## config.mk

```make
export PLATFORM = sky130hd
export DESIGN_NAME = stream_converge_arb
export DESIGN_NICKNAME = d
export VERILOG_FILES = /design/src/rtl/converge_pkg.sv /design/src/rtl/SynFIFO.sv /design/src/rtl/rr_arbiter.sv /design/src/rtl/stream_converge_arb.sv
export SDC_FILE = /design/constraint.sdc
export NUM_CORES = 2
export LEC_CHECK = 0
export CORE_AREA = 5 5 579 581
export CTS_CLUSTER_DIAMETER = 100
export DETAILED_ROUTE_END_ITERATION = 10
export DIE_AREA = 0 0 584 586
export HOLD_SLACK_MARGIN = 0.02
export SYNTH_ARGS = -nofsm -noshare
export SYNTH_HDL_FRONTEND = slang
export SYNTH_SLANG_ARGS = --single-unit
export TNS_END_PERCENT = 1
```

## constraint.sdc

```tcl
create_clock -name clk -period 14.32 [get_ports clk]
set_input_delay 2.148 -clock clk [delete_from_list [all_inputs] [get_ports clk]]
set_output_delay 2.148 -clock clk [all_outputs]
set_load 0.01 [all_outputs]
```

## src/rtl/converge_pkg.sv

```systemverilog
// Shared types and helpers for the converged-stream arbiter.
// Contents: default packet geometry, issue-source enum, port index width helper.
package converge_pkg;

  localparam int unsigned PKT_BITS_DEFAULT = 97;
  // MSB of a packet is its valid bit.
  localparam int unsigned PKT_VALID_BIT    = PKT_BITS_DEFAULT - 1;

  // What was issued in the previous cycle, selecting the output mux leg.
  typedef enum logic [1:0] {
    NONE = 2'd0,
    UPD  = 2'd1,
    PORT = 2'd2
  } src_t;

  // Index width able to address the larger of the two port groups.
  function automatic int unsigned port_bits(input int unsigned a, input int unsigned b);
    int unsigned m;
    m = (a > b) ? a : b;
    return (m > 1) ? $clog2(m) : 1;
  endfunction

endpackage

```

## src/rtl/SynFIFO.sv

```systemverilog
// Synchronous FIFO, registered read data (latency 1).
// Ports: clk, reset (sync, active-high), wr_en/wdata write side,
// rd_en/rdata read side, full/empty status.
module SynFIFO #(
  parameter int unsigned DSIZE = 97,
  parameter int unsigned ASIZE = 4
) (
  input  logic             clk,
  input  logic             reset,
  input  logic             wr_en,
  input  logic [DSIZE-1:0] wdata,
  input  logic             rd_en,
  output logic [DSIZE-1:0] rdata,
  output logic             full,
  output logic             empty
);

  localparam int unsigned DEPTH = 1 << ASIZE;

  logic [DSIZE-1:0] mem [DEPTH];
  logic [ASIZE:0]   wptr;
  logic [ASIZE:0]   rptr;
  logic             do_wr;
  logic             do_rd;

  // Extra pointer bit distinguishes full from empty.
  assign empty = (wptr == rptr);
  assign full  = (wptr[ASIZE] != rptr[ASIZE]) && (wptr[ASIZE-1:0] == rptr[ASIZE-1:0]);
  assign do_wr = wr_en && !full;
  assign do_rd = rd_en && !empty;

  always_ff @(posedge clk) begin
    if (do_wr) mem[wptr[ASIZE-1:0]] <= wdata;
  end

  always_ff @(posedge clk) begin
    if (reset) begin
      wptr  <= '0;
      rptr  <= '0;
      rdata <= '0;
    end else begin
      if (do_wr) wptr <= wptr + (ASIZE+1)'(1);
      if (do_rd) begin
        rdata <= mem[rptr[ASIZE-1:0]];
        rptr  <= rptr + (ASIZE+1)'(1);
      end
    end
  end

endmodule

```

## src/rtl/rr_arbiter.sv

```systemverilog
// Rotating-priority arbiter: grants the lowest requester at or above the
// pointer, else the lowest requester overall. Pointer moves to grant+1.
// Ports: clk, reset, req, en (grant qualifier), grant (one-hot), grant_idx.
module rr_arbiter #(
  parameter  int unsigned N  = 7,
  localparam int unsigned IW = (N > 1) ? $clog2(N) : 1
) (
  input  logic          clk,
  input  logic          reset,
  input  logic [N-1:0]  req,
  input  logic          en,
  output logic [N-1:0]  grant,
  output logic [IW-1:0] grant_idx
);

  logic [IW-1:0] ptr;
  logic          found;
  logic          fire;

  // Two-pass search: wrap-around region only if nothing at/above pointer.
  always_comb begin
    found     = 1'b0;
    grant_idx = '0;
    for (int i = 0; i < N; i++) begin
      if (!found && req[i] && (IW'(i) >= ptr)) begin
        found     = 1'b1;
        grant_idx = IW'(i);
      end
    end
    for (int i = 0; i < N; i++) begin
      if (!found && req[i]) begin
        found     = 1'b1;
        grant_idx = IW'(i);
      end
    end
  end

  assign fire  = en && (|req);
  assign grant = fire ? (N'(1) << grant_idx) : '0;

  always_ff @(posedge clk) begin
    if (reset) begin
      ptr <= '0;
    end else if (fire) begin
      ptr <= (grant_idx == IW'(N-1)) ? '0 : IW'(grant_idx + IW'(1));
    end
  end

endmodule

```

## src/rtl/stream_converge_arb.sv

```systemverilog
// Merges freespace-update packets (strict priority, via an update FIFO)
// and round-robin data-port packets into one registered stream, with
// link-level resend hold/replay.
// Ports: clk, reset (sync, active-high), freespace_update levels and
// payloads, data FIFO douts/empty flags, resend; outport_sel (comb read
// strobe), stream_out (registered), upd_overflow (sticky).
module stream_converge_arb
  import converge_pkg::*;
#(
  parameter int unsigned PACKET_BITS    = 97,
  parameter int unsigned NUM_IN_PORTS   = 7,
  parameter int unsigned NUM_OUT_PORTS  = 7,
  parameter int unsigned UPD_FIFO_DEPTH = 16
) (
  input  logic                                 clk,
  input  logic                                 reset,
  input  logic [NUM_IN_PORTS-1:0]              freespace_update,
  input  logic [PACKET_BITS*NUM_IN_PORTS-1:0]  packet_from_input_ports,
  input  logic [PACKET_BITS*NUM_OUT_PORTS-1:0] packet_from_output_ports,
  input  logic [NUM_OUT_PORTS-1:0]             empty,
  input  logic                                 resend,
  output logic [NUM_OUT_PORTS-1:0]             outport_sel,
  output logic [PACKET_BITS-1:0]               stream_out,
  output logic                                 upd_overflow
);

  localparam int unsigned PB     = port_bits(NUM_IN_PORTS, NUM_OUT_PORTS);
  localparam int unsigned IN_IW  = (NUM_IN_PORTS  > 1) ? $clog2(NUM_IN_PORTS)  : 1;
  localparam int unsigned OUT_IW = (NUM_OUT_PORTS > 1) ? $clog2(NUM_OUT_PORTS) : 1;
  localparam int unsigned ASIZE  = $clog2(UPD_FIFO_DEPTH);

  logic [NUM_IN_PORTS-1:0]  upd_prev;
  logic [NUM_IN_PORTS-1:0]  upd_edge;
  logic [NUM_IN_PORTS-1:0]  pend;
  logic [PACKET_BITS-1:0]   slot [NUM_IN_PORTS];
  logic [NUM_IN_PORTS-1:0]  drain_grant;
  logic [IN_IW-1:0]         drain_idx;
  logic [NUM_OUT_PORTS-1:0] out_grant;
  logic [OUT_IW-1:0]        out_idx;
  logic [PACKET_BITS-1:0]   fifo_wdata;
  logic [PACKET_BITS-1:0]   fifo_rdata;
  logic                     fifo_full;
  logic                     fifo_empty;
  logic                     fifo_rd;
  logic                     hold;
  logic                     resend_d;
  src_t                     src_d;
  logic [PB-1:0]            src_idx;
  logic [PACKET_BITS-1:0]   nxt;
  logic [PACKET_BITS-1:0]   tmp;

  assign upd_edge = freespace_update & ~upd_prev;

  // Update capture: a new edge always wins the slot; it only counts as an
  // overflow if the old payload was not being drained this same cycle.
  always_ff @(posedge clk) begin
    if (reset) begin
      upd_prev     <= '0;
      pend         <= '0;
      upd_overflow <= 1'b0;
      for (int i = 0; i < NUM_IN_PORTS; i++) slot[i] <= '0;
    end else begin
      upd_prev <= freespace_update;
      pend     <= (pend & ~drain_grant) | upd_edge;
      if (|(upd_edge & pend & ~drain_grant)) upd_overflow <= 1'b1;
      for (int i = 0; i < NUM_IN_PORTS; i++) begin
        if (upd_edge[i]) slot[i] <= packet_from_input_ports[i*PACKET_BITS +: PACKET_BITS];
      end
    end
  end

  // Drain pending slots into the update FIFO while it has room.
  rr_arbiter #(.N(NUM_IN_PORTS)) u_drain_arb (
    .clk       (clk),
    .reset     (reset),
    .req       (pend),
    .en        (!fifo_full),
    .grant     (drain_grant),
    .grant_idx (drain_idx)
  );

  always_comb begin
    fifo_wdata = '0;
    for (int i = 0; i < NUM_IN_PORTS; i++) begin
      if (drain_idx == IN_IW'(i)) fifo_wdata = slot[i];
    end
  end

  SynFIFO #(.DSIZE(PACKET_BITS), .ASIZE(ASIZE)) u_upd_fifo (
    .clk   (clk),
    .reset (reset),
    .wr_en (|drain_grant),
    .wdata (fifo_wdata),
    .rd_en (fifo_rd),
    .rdata (fifo_rdata),
    .full  (fifo_full),
    .empty (fifo_empty)
  );

  // Issue: updates first, then non-empty data ports; nothing while holding.
  assign hold    = resend | resend_d;
  assign fifo_rd = !hold && !fifo_empty;

  rr_arbiter #(.N(NUM_OUT_PORTS)) u_issue_arb (
    .clk       (clk),
    .reset     (reset),
    .req       (~empty),
    .en        (!hold && fifo_empty),
    .grant     (out_grant),
    .grant_idx (out_idx)
  );

  assign outport_sel = out_grant;

  always_ff @(posedge clk) begin
    if (reset) begin
      src_d   <= NONE;
      src_idx <= '0;
    end else if (fifo_rd) begin
      src_d <= UPD;
    end else if (|out_grant) begin
      src_d   <= PORT;
      src_idx <= PB'(out_idx);
    end else begin
      src_d <= NONE;
    end
  end

  // Read data arrives one cycle after issue; pick the matching source.
  always_comb begin
    nxt = '0;
    case (src_d)
      UPD: nxt = fifo_rdata;
      PORT: begin
        for (int j = 0; j < NUM_OUT_PORTS; j++) begin
          if (src_idx == PB'(j)) nxt = packet_from_output_ports[j*PACKET_BITS +: PACKET_BITS];
        end
      end
      default: nxt = '0;
    endcase
  end

  // Resend: park the in-flight word on the rising edge, replay it on the fall.
  always_ff @(posedge clk) begin
    if (reset) begin
      resend_d   <= 1'b0;
      tmp        <= '0;
      stream_out <= '0;
    end else begin
      resend_d <= resend;
      if (resend && !resend_d) begin
        tmp <= nxt;
      end else if (!resend && resend_d) begin
        stream_out <= tmp;
        tmp        <= '0;
      end else if (!resend) begin
        stream_out <= nxt;
      end
    end
  end

endmodule

```

==> run_results.csv <==
group,metric,value,unit
cts,cts_tree,"yes",
final_layout,syn_to_final_growth,26.8,%
yosys,synth_cell_types,62,
worst_setup_path,crit_arrival,5220,ps
worst_setup_path,cp_cell_sequence,"clkdlybuf4s50_1 > a21o_1 > a22o_1 > a21boi_0 > o31ai_1 > a22oi_1 > inv_1 > ha_1 > ha_1 > and2_1 > clkdlybuf4s50_1",
floorplan,dieHeight,586,um
worst_setup_path,critPathCaptureType,"primary output",
floorplan,coreArea,329000,sq um
worst_setup_path,worstRegToRegCells,9,
yosys,yosys.area.top_type,"edfxtp_1",
cts,cts_buffer_depth,4,
placed_design,gp_congestion,0.987,
sta,tightestPinTransition,1410,ps
grt,antenna_found_initial,146,
yosys,synthArstFlopShare,0,%
worst_setup_path,cp-startpoint,"empty[5]",
worst_setup_path,slowest_delay,520,ps
cts,path_clk_slew,50,ps
floorplan,rows,211,
hold_path,hp-class,"flop to flop",
final_layout,final_cells,13025,
drt,ant_nets,0,
floorplan,start_util,33.0,%
drt,drc,0,
sta,fin_crit,7370,ps
cts,clkLatencyLatePin,880,ps
yosys,ys_seq_elements,2559,
yosys,synth_edf_count,2231,
cts,numCtsBuffers,278,
sta,hold_violations,0,
job,cap_viol_max_count,0,
cts,postCtsHoldBufs,0,
yosys,synth_top_area_share,61.7,%
sta,slew_headroom,6.30,%
worst_setup_path,crit_type,"primary input to primary output",
cts,post_cts_buffers,0,
cts,cts.sinks,2559,
pwr,vdd_drop_max,188,uV
worst_setup_path,crit_required,12170,ps
placed_design,place_hpwl,313000,um
worst_setup_path,cp_slowest_cell,"clkdlybuf4s50_1",
drt,wl_per_cell,34.2,um
drt,drt-total-wl,445000,um
floorplan,dieWidth,584,um
final_layout,fin_util,41.8,%
sta,rsz0062_at_grt,"no",
sta,fin_crit_sh,51.5,%
drt,post_drt_via_cell_ratio,5.50,
drt,vias,71669,
sta,setup_viol,0,
final_layout,fill_cells,29727,
yosys,syn_nets,8352,
sta,setup_tns,0,ps
yosys,ys.flop_type,"edfxtp_1",
yosys,synth_area_leaders,"edfxtp_1 62%, mux4_2 10%, dfxtp_1 6.1%",
worst_setup_path,rrSetupSlack,8370,ps
worst_setup_path,cp_top_family,"compound AO/OA/AOI/OAI gates",
worst_setup_path,worstSetupEndpoint,"outport_sel[3]",
cts,cts_max_level,5,
cts,cts_resized,0,
grt,grt_pass1_wl,597000,um
pwr,cellLeakagePower,45.2,nW
yosys,avgSynthCellArea,15.6,sq um
worst_setup_path,critical_path.reg2reg.endpoint,"u_upd_fifo.mem[9][91]",
worst_setup_path,crit_cells,11,
sta,finalMaxSlewViolations,0,
run_status,status,"completed",
grt,grt_max_degree,152,
drt,first_pass_iters,8,
sta,clock_skew,64.0,ps
yosys,synth_area,109000,sq um
pwr,power_density,183,nW/um^2
sta,hold_ws,453,ps
grt,grt_usage,25.0,%
worst_setup_path,worstPathBufferInverterCount,3,
drt,first_iter_violations,7756,
worst_setup_path,start_kind,"primary input",
worst_setup_path,worstPathMaxFanout,6,
grt,grt_pass1_vias,71652,
floorplan,die-area,342000,sq um
final_layout,fin_nets,9727,
worst_setup_path,reg2reg_from,"u_drain_arb.ptr[2]",
sta,max_freq,0.136,GHz
yosys,yosys_warnings,0,
placed_design,dpl.cell_count,12416,
cts,cts_root_buf,"clkbuf_16",
yosys,seq_area_frac_synth,67.8,%
placed_design,io_buffers,1479,
final_layout,drive_above_1_share,16.1,%
floorplan,io_pins,1480,
yosys,synthCells,6961,
grt,overflow,0,
## layout make-up
type,instances,area [sq um],share of cell area [%]
Sequential cell,2559,73600,53.5
Multi-Input combinational cell,3817,33100,24.1
Timing Repair Buffer,1660,16300,11.9
Clock buffer,343,7300,5.31
Tap cell,4366,5460,3.97
Clock inverter,154,1490,1.08
Antenna cell,106,265,0.193
Inverter,20,92.6,0.0673
## flip-flops by register name (all words and copies together), names as in the netlist
register,count
upd_overflow,1
u_issue_arb.ptr,3
u_drain_arb.ptr,3
u_upd_fifo.rdata,97
src_idx,3
slot,679
src_d,2
tmp,97
u_upd_fifo.mem,1552
upd_prev,7
stream_out,97
u_upd_fifo.rptr,5
u_upd_fifo.wptr,5
pend,7
resend_d,1
## how the worst min path moves through the flow
| stage | from | to | cells past startpoint |
|---|---|---|---|
| final | u_upd_fifo.rdata[80] | u_upd_fifo.rdata[80] | 2 |
| after global routing | u_upd_fifo.rdata[40] | u_upd_fifo.rdata[40] | 2 |
| after CTS | u_upd_fifo.rdata[36] | u_upd_fifo.rdata[36] | 2 |
| after floorplan | u_upd_fifo.rdata[0] | u_upd_fifo.rdata[0] | 2 |
| after detailed placement | u_upd_fifo.rdata[36] | u_upd_fifo.rdata[36] | 2 |
| after global placement | u_upd_fifo.rdata[6] | u_upd_fifo.rdata[6] | 2 |
## power breakdown
part	internal, mW	switching (mW)	leakage, nW	total, mW
sequential	10.1	0.288	24.4	10.4
clock	4.03	3.00	4.28	7.03
combinational	2.74	5.07	16.6	7.81
total	16.9	8.35	45.2	25.2
## kinds of logic after synthesis
kind of cell / share of synthesized area [%]
and+or+nand+nor: 7.18
xor gates and xnor gates: 0.0968
buffers and inverters: 2.06
adders and majority gates: 0.184
muxes: 13.7
AOI/OAI and AO/OA: 8.99
DFF: 67.8
## cells in the final DEF, fill, tap and decap left out, types with 221 or more instances in the layout
cell type / count
mux2_2: 259
mux4_2: 485
nor2_1: 239
a22oi_1: 275
o21ai_0: 221
a21oi_1: 341
dfxtp_1: 322
clkdlybuf4s50_1: 1478
and2_1: 587
nand2_1: 346
edfxtp_1: 2231
clkbuf_16: 281
## synthesized netlist by cell type, types with 98 or more instances
library cell  instances
nor2_1              261
o211ai_1             98
mux2i_1             103
o221ai_1            113
a211oi_1            100
nor2b_1             210
dfxtp_1             328
a21oi_1             342
edfxtp_1           2231
mux2_2              259
clkbuf_1            471
nand2_1             354
a22oi_1             275
and2_1              589
mux4_2              485
o21ai_0             221
## metal layers
layer / global-route usage [%] / share of wire [%]
met3: 4.17 / 7.1
met5: 0 / 0.047
met1: 32.1 / 39
met4: 13.1 / 5.5
met2: 40.7 / 48
## worst min-delay path, delay by kind of cell, from the launching register on
family | cells | cell delay [ps]
flip-flops | 1 | 300
AND/OR/NAND/NOR | 1 | 50
AO/OA/AOI/OAI | 1 | 50
## per-stage QoR
step	power, mW	instance area [sq um]	setup WS (ps)
floorplan	14.8	109000	4160
global placement	18.1	129000	6760
detailed placement	18.3	129000	6960
CTS	25.4	137000	6950
global route	26.2	138000	6770
finish	25.2	138000	6950
(Power assumes the default switching activity.)
